[config.mk]
export PLATFORM = sky130hd
export DESIGN_NAME = ro_tune_controller
export DESIGN_NICKNAME = d
export VERILOG_FILES = /design/src/rtl/ro_tune_controller.sv
export SDC_FILE = /design/constraint.sdc
export NUM_CORES = 1
export LEC_CHECK = 0
export BUFFER_PORTS_ARGS = -buffer_cell sky130_fd_sc_hd__buf_4
export CORE_MARGIN = 5
export CORE_UTILIZATION = 56
export DETAILED_ROUTE_END_ITERATION = 10
export PLACE_DENSITY_LB_ADDON = 0.25
export SYNTH_ARGS = -nofsm -noshare
export SYNTH_HDL_FRONTEND = slang
export SYNTH_SLANG_ARGS = --single-unit
[constraint.sdc]
create_clock -name clkUD -period 2.23 [get_ports clkUD]
set_input_delay 0 -clock clkUD [delete_from_list [all_inputs] [get_ports clkUD]]
set_output_delay 0 -clock clkUD [all_outputs]
set_load 0.02 [all_outputs]
[src/rtl/ro_tune_controller.sv]
// Ring-oscillator tuning controller: vote filter, thermometer fine trim,
// coarse carry with saturation, and a reversal-based lock detector.
module ro_tune_controller #(
   parameter int THERM_W  = 16,
   parameter int COARSE_W = 2,
   parameter int FILT_TH  = 4,
   parameter int LOCK_CNT = 8
) (
   input  logic                clkUD,
   input  logic                reset,
   input  logic                up_in,
   input  logic                down_in,
   input  logic                enable,
   output logic [THERM_W-1:0]  therm_out,
   output logic [COARSE_W-1:0] coarse_sel,
   output logic                lock,
   output logic                sat_hi,
   output logic                sat_lo
);

   localparam int AW = $clog2(FILT_TH + 1) + 1;
   localparam int LW = $clog2(LOCK_CNT + 1);

   localparam logic signed [AW-1:0] ACC_HI = AW'(FILT_TH - 1);
   localparam logic signed [AW-1:0] ACC_LO = -ACC_HI;

   localparam logic [THERM_W-1:0] MID =
      {{(THERM_W/2){1'b0}}, {(THERM_W/2){1'b1}}};
   localparam logic [COARSE_W-1:0] C_RST =
      COARSE_W'(1) << (COARSE_W - 1);
   localparam logic [COARSE_W-1:0] C_MAX = '1;

   localparam logic [LW-1:0] LC_MAX = LW'(LOCK_CNT);
   localparam logic [LW-1:0] LC_M1  = LW'(LOCK_CNT - 1);

   logic [THERM_W-1:0]  therm_q,  therm_d;
   logic [COARSE_W-1:0] coarse_q, coarse_d;
   logic signed [AW-1:0] acc_q,   acc_d;
   logic [LW-1:0]       lcnt_q,   lcnt_d;
   logic                lock_q,   lock_d;
   logic                sat_hi_q, sat_hi_d;
   logic                sat_lo_q, sat_lo_d;
   logic                pv_q,     pv_d;
   logic                pdir_q,   pdir_d;

   logic vote_up, vote_dn;
   logic step_up, step_dn;
   logic full, empty;
   logic carry, borrow;

   assign vote_up = enable & up_in & ~down_in;
   assign vote_dn = enable & down_in & ~up_in;
   assign step_up = vote_up && (acc_q == ACC_HI);
   assign step_dn = vote_dn && (acc_q == ACC_LO);
   assign full    = therm_q[THERM_W-1];
   assign empty   = ~therm_q[0];
   assign carry   = step_up && full && (coarse_q != C_MAX);
   assign borrow  = step_dn && empty && (coarse_q != '0);

   always_comb begin
      acc_d = acc_q;
      if (step_up || step_dn)
         acc_d = '0;
      else if (vote_up)
         acc_d = acc_q + AW'(1);
      else if (vote_dn)
         acc_d = acc_q - AW'(1);
   end

   always_comb begin
      therm_d  = therm_q;
      coarse_d = coarse_q;
      sat_hi_d = sat_hi_q;
      sat_lo_d = sat_lo_q;
      if (step_up) begin
         sat_lo_d = 1'b0;
         if (!full) begin
            therm_d = {therm_q[THERM_W-2:0], 1'b1};
         end else if (carry) begin
            coarse_d = coarse_q + COARSE_W'(1);
            therm_d  = MID;
         end else begin
            sat_hi_d = 1'b1;
         end
      end else if (step_dn) begin
         sat_hi_d = 1'b0;
         if (!empty) begin
            therm_d = {1'b0, therm_q[THERM_W-1:1]};
         end else if (borrow) begin
            coarse_d = coarse_q - COARSE_W'(1);
            therm_d  = MID;
         end else begin
            sat_lo_d = 1'b1;
         end
      end
   end

   // Lock needs LOCK_CNT back-to-back reversals within one coarse band.
   always_comb begin
      lcnt_d = lcnt_q;
      lock_d = lock_q;
      pv_d   = pv_q;
      pdir_d = pdir_q;
      if (step_up || step_dn) begin
         if (carry || borrow) begin
            lcnt_d = '0;
            lock_d = 1'b0;
            pv_d   = 1'b0;
         end else if (!pv_q) begin
            pv_d   = 1'b1;
            pdir_d = step_up;
         end else if (step_up != pdir_q) begin
            pdir_d = step_up;
            if (lcnt_q != LC_MAX)
               lcnt_d = lcnt_q + LW'(1);
            if (lcnt_q >= LC_M1)
               lock_d = 1'b1;
         end else begin
            lcnt_d = '0;
            lock_d = 1'b0;
         end
      end
   end

   always_ff @(posedge clkUD) begin
      if (reset) begin
         therm_q  <= MID;
         coarse_q <= C_RST;
         acc_q    <= '0;
         lcnt_q   <= '0;
         lock_q   <= 1'b0;
         sat_hi_q <= 1'b0;
         sat_lo_q <= 1'b0;
         pv_q     <= 1'b0;
         pdir_q   <= 1'b0;
      end else begin
         therm_q  <= therm_d;
         coarse_q <= coarse_d;
         acc_q    <= acc_d;
         lcnt_q   <= lcnt_d;
         lock_q   <= lock_d;
         sat_hi_q <= sat_hi_d;
         sat_lo_q <= sat_lo_d;
         pv_q     <= pv_d;
         pdir_q   <= pdir_d;
      end
   end

   assign therm_out  = therm_q;
   assign coarse_sel = coarse_q;
   assign lock       = lock_q;
   assign sat_hi     = sat_hi_q;
   assign sat_lo     = sat_lo_q;

endmodule

# Word level (Yosys, flattened, before mapping)
# Cells that the tools add are included.
[word_totals]
elab_cells = 93
reg_bits = 31
inputBits = 5
output_inout_bits = 21
[op_classes]
n_bitwise = 9
reduce_logical = 25
mux = 29
n_eq_ne = 13
n_addsub = 5
magnitude_cmp = 1
[ops]
columns = ["cell", "count"]
rows = [
  ["$mux W16", 6],
  ["$mux W4", 6],
  ["$reduce_and A3 Y1", 6],
  ["$mux W2", 6],
  ["$mux W1", 11],
  ["$reduce_bool A2 Y1", 5],
  ["$ne A3 B2 Y1 const B", 3],
  ["$eq A4 B3 Y1 const B", 2],
  ["$logic_and A1 B1 Y1", 6],
  ["$ne A2 B1 Y1 const B", 3],
  ["$ne A2 B2 Y1 const B", 3],
  ["$not A1 Y1", 5],
  ["$reduce_and A5 Y1", 1],
  ["$add A4 B1 Y4 const B", 1],
  ["$add A4 B2 Y4 const B", 1],
  ["$and A1 B1 Y1", 4],
  ["$ge A4 B3 Y1 const B", 1],
  ["$ne A4 B4 Y1 const B", 1],
  ["$reduce_and A2 Y1", 2],
  ["$reduce_or A2 Y1", 2],
  ["$sub A4 B2 Y4 const B", 1],
  ["$reduce_bool A3 Y1", 1],
  ["$add A2 B1 Y2 const B", 1],
  ["$logic_or A1 B1 Y1", 2],
  ["2 further kinds", 2],
]

# Depth between registers and ports, before layout
# Gate-level depths: netlist of the first run.
[depth]
word_depth = 9
depth_mapped = 9
ltp_nobuf = 8

# Worst setup path before layout of the first run
# OpenSTA, ideal clock, no wires.
[synth_path]
path_type = "register to register"
startpoint = "register therm_q[15] (netlist: therm_out[15])"
endpoint = "register therm_q[10] (netlist: therm_out[10])"
required_time_ns = 2.095
setup_ns = 0.135
stages_incl_launch_ff = 6
arrival_ns = 1.558
setup_slack_ns = 0.538
period_less_slack_ns = 1.692
path_buffers = 0
path_cell_list = "dfxtp_1 -> inv_2 -> or4_4 -> o21a_1 -> nor2_1 -> nor3_2"
[synth_between]
elab_chain_len = 4
word_cells_on_any_way = 6
cone_classes = "eq/ne: 1; mux: 2; reduce/logical: 3"
[synth_lines]
columns = ["item", "line_no", "text"]
rows = [
  ["from (decl)", "36", "logic [THERM_W-1:0] therm_q, therm_d;"],
  ["from (signal assigned)", "137", "therm_q <= therm_d;"],
  ["$logic_and A1 B1 Y1 (2 in a row)", "57", "assign carry = step_up && full && (coarse_q != C_MAX);"],
  ["$ne A3 B2 Y1 (no line)", "-", ""],
  ["$reduce_and A3 Y1 (no line)", "-", ""],
]
# Parallel ways exist; a longest one is shown, timed or not.
# A chain may end at the register's enable or synchronous reset.

# Final worst setup path of the first run
[layout_path]
startpoint = "register acc_q[0]"
endpoint = "register therm_q[10] (netlist: therm_out[10])"
[layout_between]
elab_chain_len = 6
word_cells_on_any_way = 13
cone_classes = "eq/ne: 3; mux: 1; reduce/logical: 9"
[layout_lines]
columns = ["item", "line_no", "text"]
rows = [
  ["from (decl)", "38", "logic signed [AW-1:0] acc_q, acc_d;"],
  ["from (signal assigned)", "129", "acc_q <= '0;"],
  ["from (signal assigned)", "139", "acc_q <= acc_d;"],
  ["$eq A4 B3 Y1 (on tied branches)", "53, 54", ""],
  ["$logic_and A1 B1 Y1 (on tied branches)", "53, 54", ""],
  ["$logic_and A1 B1 Y1 (on tied branches) (2 in a row)", "57, 58", ""],
  ["$ne A3 B2 Y1 (no line) / $reduce_bool A3 Y1 (equally long branches)", "-", ""],
  ["$reduce_and A3 Y1 (no line)", "-", ""],
]
# Parallel ways exist; a longest one is shown, timed or not.

==> results.md, run 1 <==
* Status: complete, no violations
* Endpoints failing hold at 0
* Register area share after synthesis at 0.359
* RSZ-0062 raised after global routing: no
* DRC errors left at 0
* Layout cells sized above 1 at 0.211
* Clk Latency, worst-skew pair at ~340 ps
* Fin crit period at roughly 2000 ps
* Port bufs at 25
* Storage element area at 621 um^2
* Hold buffers post-CTS at 0
* Global-route wire length before repair at roughly 7100 um
* Primary FF master, synth: dfxtp_1
* # nets final at 241
* EDFF count, synth at 0
* CTS resizes at 0
* PD cells at about 510 nW/um^2
* Global placement routability congestion at 0.874
* Layout area overhead at 13.8%
* Total grt overflow at 0
* Post-route ant nets at 0
* Hpwl dp at 2900 um
* Largest cells by area after synthesis: dfxtp_1 36%, a21oi_1 8.4%, nor2_1 5.0%
* CP max stage cell: dfxtp_1
* Critical path's top delay family: compound AO/OA/AOI/OAI gates
* Clk slew on worst S/H paths at 100 ps
* #FFs+latches synth at 31
* Switch Pwr at approximately 280 uW
* Clock tree sinks at 31
* Setup TNS at 0 ps
* Setup Skew at 11.9 ps
* Vias in the first global route at around 1.5k
* Max transition margin at 0.478
* Max Freq at 0.499 GHz
* Combinational share of power at 0.104
* CTS Buf Count at 5
* Synth Instances at roughly 210
* Rows at 20
* YS warnings at 0
* TritonCTS clock tree: built
* Post-synth ARST share at 0
* Commonest non-fill, non-tap cell in the layout: dfxtp_1
* Synth unique cells at 51
* Final wirelength at approximately 4200 um
* Ports at 26
* Initial Utilization at 0.575
* CTS H-tree depth at 2
* WS Path Type: reg -> reg
* Largest net degree at the start of global routing at 24
* Buffers and inverters on the worst path at 0
* Die H at ~66 um
* Sw Ratio at 0.278
* Slew @ Worst Pin at just under 800 ps
* Max stage delay on crit path at around 470 ps
* Pint at between 700 and 800 uW
* Max clock buf depth at 2
* TritonRoute pass-1 iters at 4
* Chip width at 65.5 um
* Total track usage at 0.208
* Clock power share at 0.317
* Post-DR wirelength/cell at 15.8 um
* HP Class: in -> reg
* Setup Viol. Count Final at 0
* Post-Syn Nets at 218
* Drt initial violations at 132
* Syn_area_per_cell at roughly 8.3 um^2
* Critical Path RT at 2450 ps
* Critical path peak fanout at 20
* Most frequent cells in the layout: 31 x dfxtp_1, 29 x a21oi_1, 27 x buf_4
* ANT cells at 0
* CP Launch Type: flop
* Fin crit share at 0.898
* Max Cap Viol at 0
* Core area at approximately 3000 um^2
* Critical path data arrival time at 2220 ps
* Initial antenna violation count at 0
* Synth top area share at 0.359
* CP Capture Type: flop
* Clock root buffer: clkbuf_4
* Leakage power at 0.000733 uW
* Fill cell count at 268
* Routed vias at 1660
* Dominant cell type by area after synthesis: dfxtp_1
* Post-Syn Area at 1730 um^2
* Cell Chain, Critical Path: nand4bb_1 -> nor2_2 -> o21ai_2 -> a311oi_1 -> nor3_2
* Peak supply drop at just under 400 uV
* Die ar. at approximately 4300 um^2
* Overall power at 1010 uW
* Area of the multi-input gates at 1020 um^2
* Vias per cell at 6.26
* R2R Setup Slk at about 230 ps
* Post-CTS setup buffers at 0
* Reg power frac at 0.579
* Max-slew violation count at 0
-- metrics by stage --
stage	std cells	hold slack, ps	area (um^2)	setup WS (ps)	util
finish	265	33.9	1970	227	0.655
detailed placement	257	370	1910	253	0.638
global route	265	51.6	1970	57.0	0.655
CTS	265	25.5	1970	244	0.655
floorplan	208	173	1730	538	-
global placement	257	364	1910	345	0.638
-- logic make-up (layout without fill, tap and decap cells) --
group | Yosys count | count (layout) | share of synthesized area
and+or+nand+nor | 74 | 74 | 0.248
adders and majority gates | 5 | 5 | 0.0406
xor gates and xnor gates | 4 | 4 | 0.0203
DFF | 31 | 31 | 0.359
AOI/OAI and AO/OA | 74 | 74 | 0.274
muxes | 1 | 1 | 0.00579
buffers and inverters | 19 | 43 | 0.0521
-- routing by layer --
metal | global-route usage | share of wire
met5 | 0 | 0
met2 | 0.320 | 0.46
met3 | 0.0496 | 0.056
met4 | 0.0466 | 0.0057
met1 | 0.295 | 0.47
-- cells in the mapped netlist (2+ instances only) --
master / count
clkbuf_1: 7
and3_1: 7
o21ai_1: 2
nand3b_1: 2
inv_1: 6
nand2_1: 9
a21o_1: 2
o21ai_0: 10
nor3_2: 8
o211ai_1: 2
a211oi_1: 2
a311oi_1: 7
xnor2_1: 4
a21oi_1: 29
o31ai_1: 7
dfxtp_1: 31
ha_1: 4
nor2_1: 23
o21a_1: 3
nand4b_1: 2
nand3_1: 7
nor3_1: 4
buf_4: 2
-- worst register-to-register path, delay by kind of cell, from the launching register on --
family	cells	cell delay (ps)
flops	1	470
compound gates	2	730
simple gates	3	700
-- worst paths after layout --
check / start / cells after the start / to
max: acc_q[0]$_SDFFE_PP0P_ / 5 / therm_out[10]$_SDFFE_PP0P_
min: reset / 2 / coarse_sel[0]$_SDFFE_PP0P_
max reg2reg: acc_q[0]$_SDFFE_PP0P_ / 5 / therm_out[10]$_SDFFE_PP0P_
min reg2reg: sat_hi$_SDFFE_PP0P_ / 2 / sat_hi$_SDFFE_PP0P_
-- registers in the layout (all words and copies together) (netlist names) --
register	flops
pdir_q	1
lcnt_q	4
coarse_sel	2
acc_q	4
pv_q	1
lock	1
therm_out	16
sat_hi	1
sat_lo	1
-- power by group through the flow --
| stage | registers [uW] | logic, uW | clock network, uW |
|---|---|---|---|
| after global routing | 589 | 118 | 352 |
| after global placement | 597 | 100 | 0 |
| after floorplan | 599 | 74.4 | 0 |
| after CTS | 585 | 105 | 327 |
| after detailed placement | 598 | 105 | 0 |
| final | 586 | 105 | 321 |
-- layout make-up --
type                            instances  share of cell area
Clock buffer                            5              0.0191
Clock inverter                          3             0.00763
Inverter                                8              0.0165
Multi-Input combinational cell        158               0.517
Sequential cell                        31               0.316
Tap cell                               33              0.0210
Timing Repair Buffer                   27               0.103
No activity file was read; power rests on OpenSTA's default activity.
==> inputs of run 2 (changes only) <==
==> constraint.sdc (replaced) <==
create_clock -name clkUD -period 2.23 [get_ports clkUD]
set_input_delay 0.446 -clock clkUD [delete_from_list [all_inputs] [get_ports clkUD]]
set_output_delay 0.446 -clock clkUD [all_outputs]
set_load 0.02 [all_outputs]
==> results.md, run 2 (synthesized netlist as in run 1, its figures left out) <==
* CP max stage cell: dfxtp_1
* Peak supply drop at 477 uV
* Largest net degree at the start of global routing at 24
* Area of the multi-input gates at 1030 um^2
* R2R Setup Slk at approximately 210 ps
* Core area at 3000 um^2
* Max-slew violation count at 0
* Hpwl dp at 2960 um
* Max transition margin at 0.660
* Critical path data arrival time at between 2000 and 2500 ps
* # nets final at 245
* Global placement routability congestion at 0.822
* TritonRoute pass-1 iters at 4
* PD cells at around 570 nW/um^2
* Ports at 26
* Post-route ant nets at 0
* Total grt overflow at 0
* Switch Pwr at 282 uW
* Sw Ratio at 0.242
* Worst r2r src: acc_q[0]$_SDFFE_PP0P_
* Setup TNS at 0 ps
* Clk slew on worst S/H paths at about 110 ps
* CTS Buf Count at 5
* Chip width at 65.5 um
* CTS H-tree depth at 2
* DRC errors left at 0
* Vias per cell at between 6 and 7
* R2R cell count at 5
* Clk Latency, worst-skew pair at 330 ps
* CP Launch Type: flop
* Vias in the first global route at 1689
* Clock power share at 0.399
* Final wirelength at around 4400 um
* Pint at approximately 880 uW
* Routed vias at 1695
* Most frequent cells in the layout: 31 x dfxtp_1, 31 x buf_4, 29 x a21oi_1
* Initial antenna violation count at 0
* ANT cells at 0
* Critical path peak fanout at 6
* Max reg flops at 16
* Post-DR wirelength/cell at 16.4 um
* Slew @ Worst Pin at 507 ps
* Dpl cells at approximately 260
* Layout cells sized above 1 at 0.229
* Fin crit share at 0.906
* Critical path's top delay family: compound AO/OA/AOI/OAI gates
* Non-filler cells, final at roughly 270
* Storage element area at 621 um^2
* Cell Chain, Critical Path: nand4b_1 -> nor3_2 -> a2bb2oi_2 -> a2111oi_0 -> a211o_1
* Rows at 20
* Global-route wire length before repair at 7490 um
* Reg-to-reg endpoint: lcnt_q[3]$_SDFFE_PP0P_
* Status: complete, no violations
* Critical Path RT at approximately 2500 ps
* Die H at 65.5 um
* CP Capture Type: flop
* Drt initial violations at 162
* Total track usage at 0.219
* Max Cap Viol at 0
* Setup Viol. Count Final at 0
* Reg power frac at 0.504
* Clock root buffer: clkbuf_4
* Max stage delay on crit path at between 400 and 500 ps
* Hold path endpoint: sat_hi$_SDFFE_PP0P_
* Port bufs at 25
* WS Path Type: reg -> reg
* RSZ-0062 raised after global routing: no
* Endpoints failing hold at 0
* Fill cell count at 247
* Buffers and inverters on the worst path at 0
* Max clock buf depth at 2
* Die ar. at around 4300 um^2
* WHS Path Cells at 2
* Layout area overhead at 18.2%
* Fin crit period at 2020 ps
* Leakage power at 0.000768 uW
* TritonCTS clock tree: built
* Layout Utilization at 0.680
* Clock tree sinks at 31
* Initial Utilization at 0.575
* Max Freq at 0.495 GHz
* HP Class: reg -> reg
* Setup Skew at 9.86 ps
* Combinational share of power at 0.096
* Hold Path Origin: sat_hi$_SDFFE_PP0P_
[run 2: cell type report]
| type | instances | share of cell area |
|---|---|---|
| clock buffers | 6 | 0.0251 |
| well taps | 33 | 0.0202 |
| multi-input cells | 158 | 0.504 |
| repair buffers | 31 | 0.114 |
| clock inverters | 2 | 0.0171 |
| inverters | 8 | 0.0159 |
| flip-flops and latches | 31 | 0.304 |
[run 2: worst max path at each step]
| stage | cells past startpoint | start | slack (ps) | endpoint |
|---|---|---|---|---|
| after floorplan | 9 | down_in | 310 | acc_q[3]$_SDFFE_PP0P_ |
| after global placement | 7 | down_in | 160 | therm_out[2]$_SDFFE_PP1P_ |
| after detailed placement | 7 | down_in | 80 | therm_out[2]$_SDFFE_PP1P_ |
| after CTS | 5 | acc_q[0]$_SDFFE_PP0P_ | 220 | therm_out[2]$_SDFFE_PP1P_ |
| after global routing | 5 | acc_q[0]$_SDFFE_PP0P_ | 30 | lcnt_q[3]$_SDFFE_PP0P_ |
| final | 5 | acc_q[0]$_SDFFE_PP0P_ | 210 | lcnt_q[3]$_SDFFE_PP0P_ |
[run 2: power groups by stage]
stage | Combinational (uW) | Sequential, uW | Clock [uW]
6_report | 112 | 587 | 465
5_1_grt | 125 | 591 | 497
4_1_cts | 111 | 586 | 470
3_5_place_dp | 108 | 599 | 0
3_3_place_gp | 104 | 597 | 0
2_1_floorplan | 74.4 | 599 | 0
[run 2: per-layer routing]
metal	GRT usage	routed length, um	vias to the layer above
met4	0.0984	87	0
met1	0.277	1920	782
met3	0.0427	291	12
li1	-	-	825
met2	0.358	2110	76
met5	0	0	-
[run 2: timing repair]
| action | in CTS | in global routing |
|---|---|---|
| gates resized for setup | 0 | 2 |
| endpoints found under the setup margin | 0 | 2 |
| buffers inserted | 0 | 0 |
| hold endpoints to repair | 0 | 0 |
| hold buffers | 0 | 0 |
[run 2: per-stage QoR]
step / cell area (um^2) / hold WS, ps / power (uW) / setup WS [ps]
4_1_cts: 2030 / 482 / 1170 / 219
3_5_place_dp: 1940 / 469 / 707 / 75.6
3_3_place_gp: 1940 / 464 / 701 / 155
6_report: 2040 / 481 / 1170 / 210
5_1_grt: 2040 / 487 / 1210 / 27.1
2_1_floorplan: 1730 / 459 / 673 / 311
[run 2: worst min-delay path, cell delays in order, from the launching register on]
cell and delay, ps:
dfxtp_1 330, nand2_1 50, a21oi_1 60
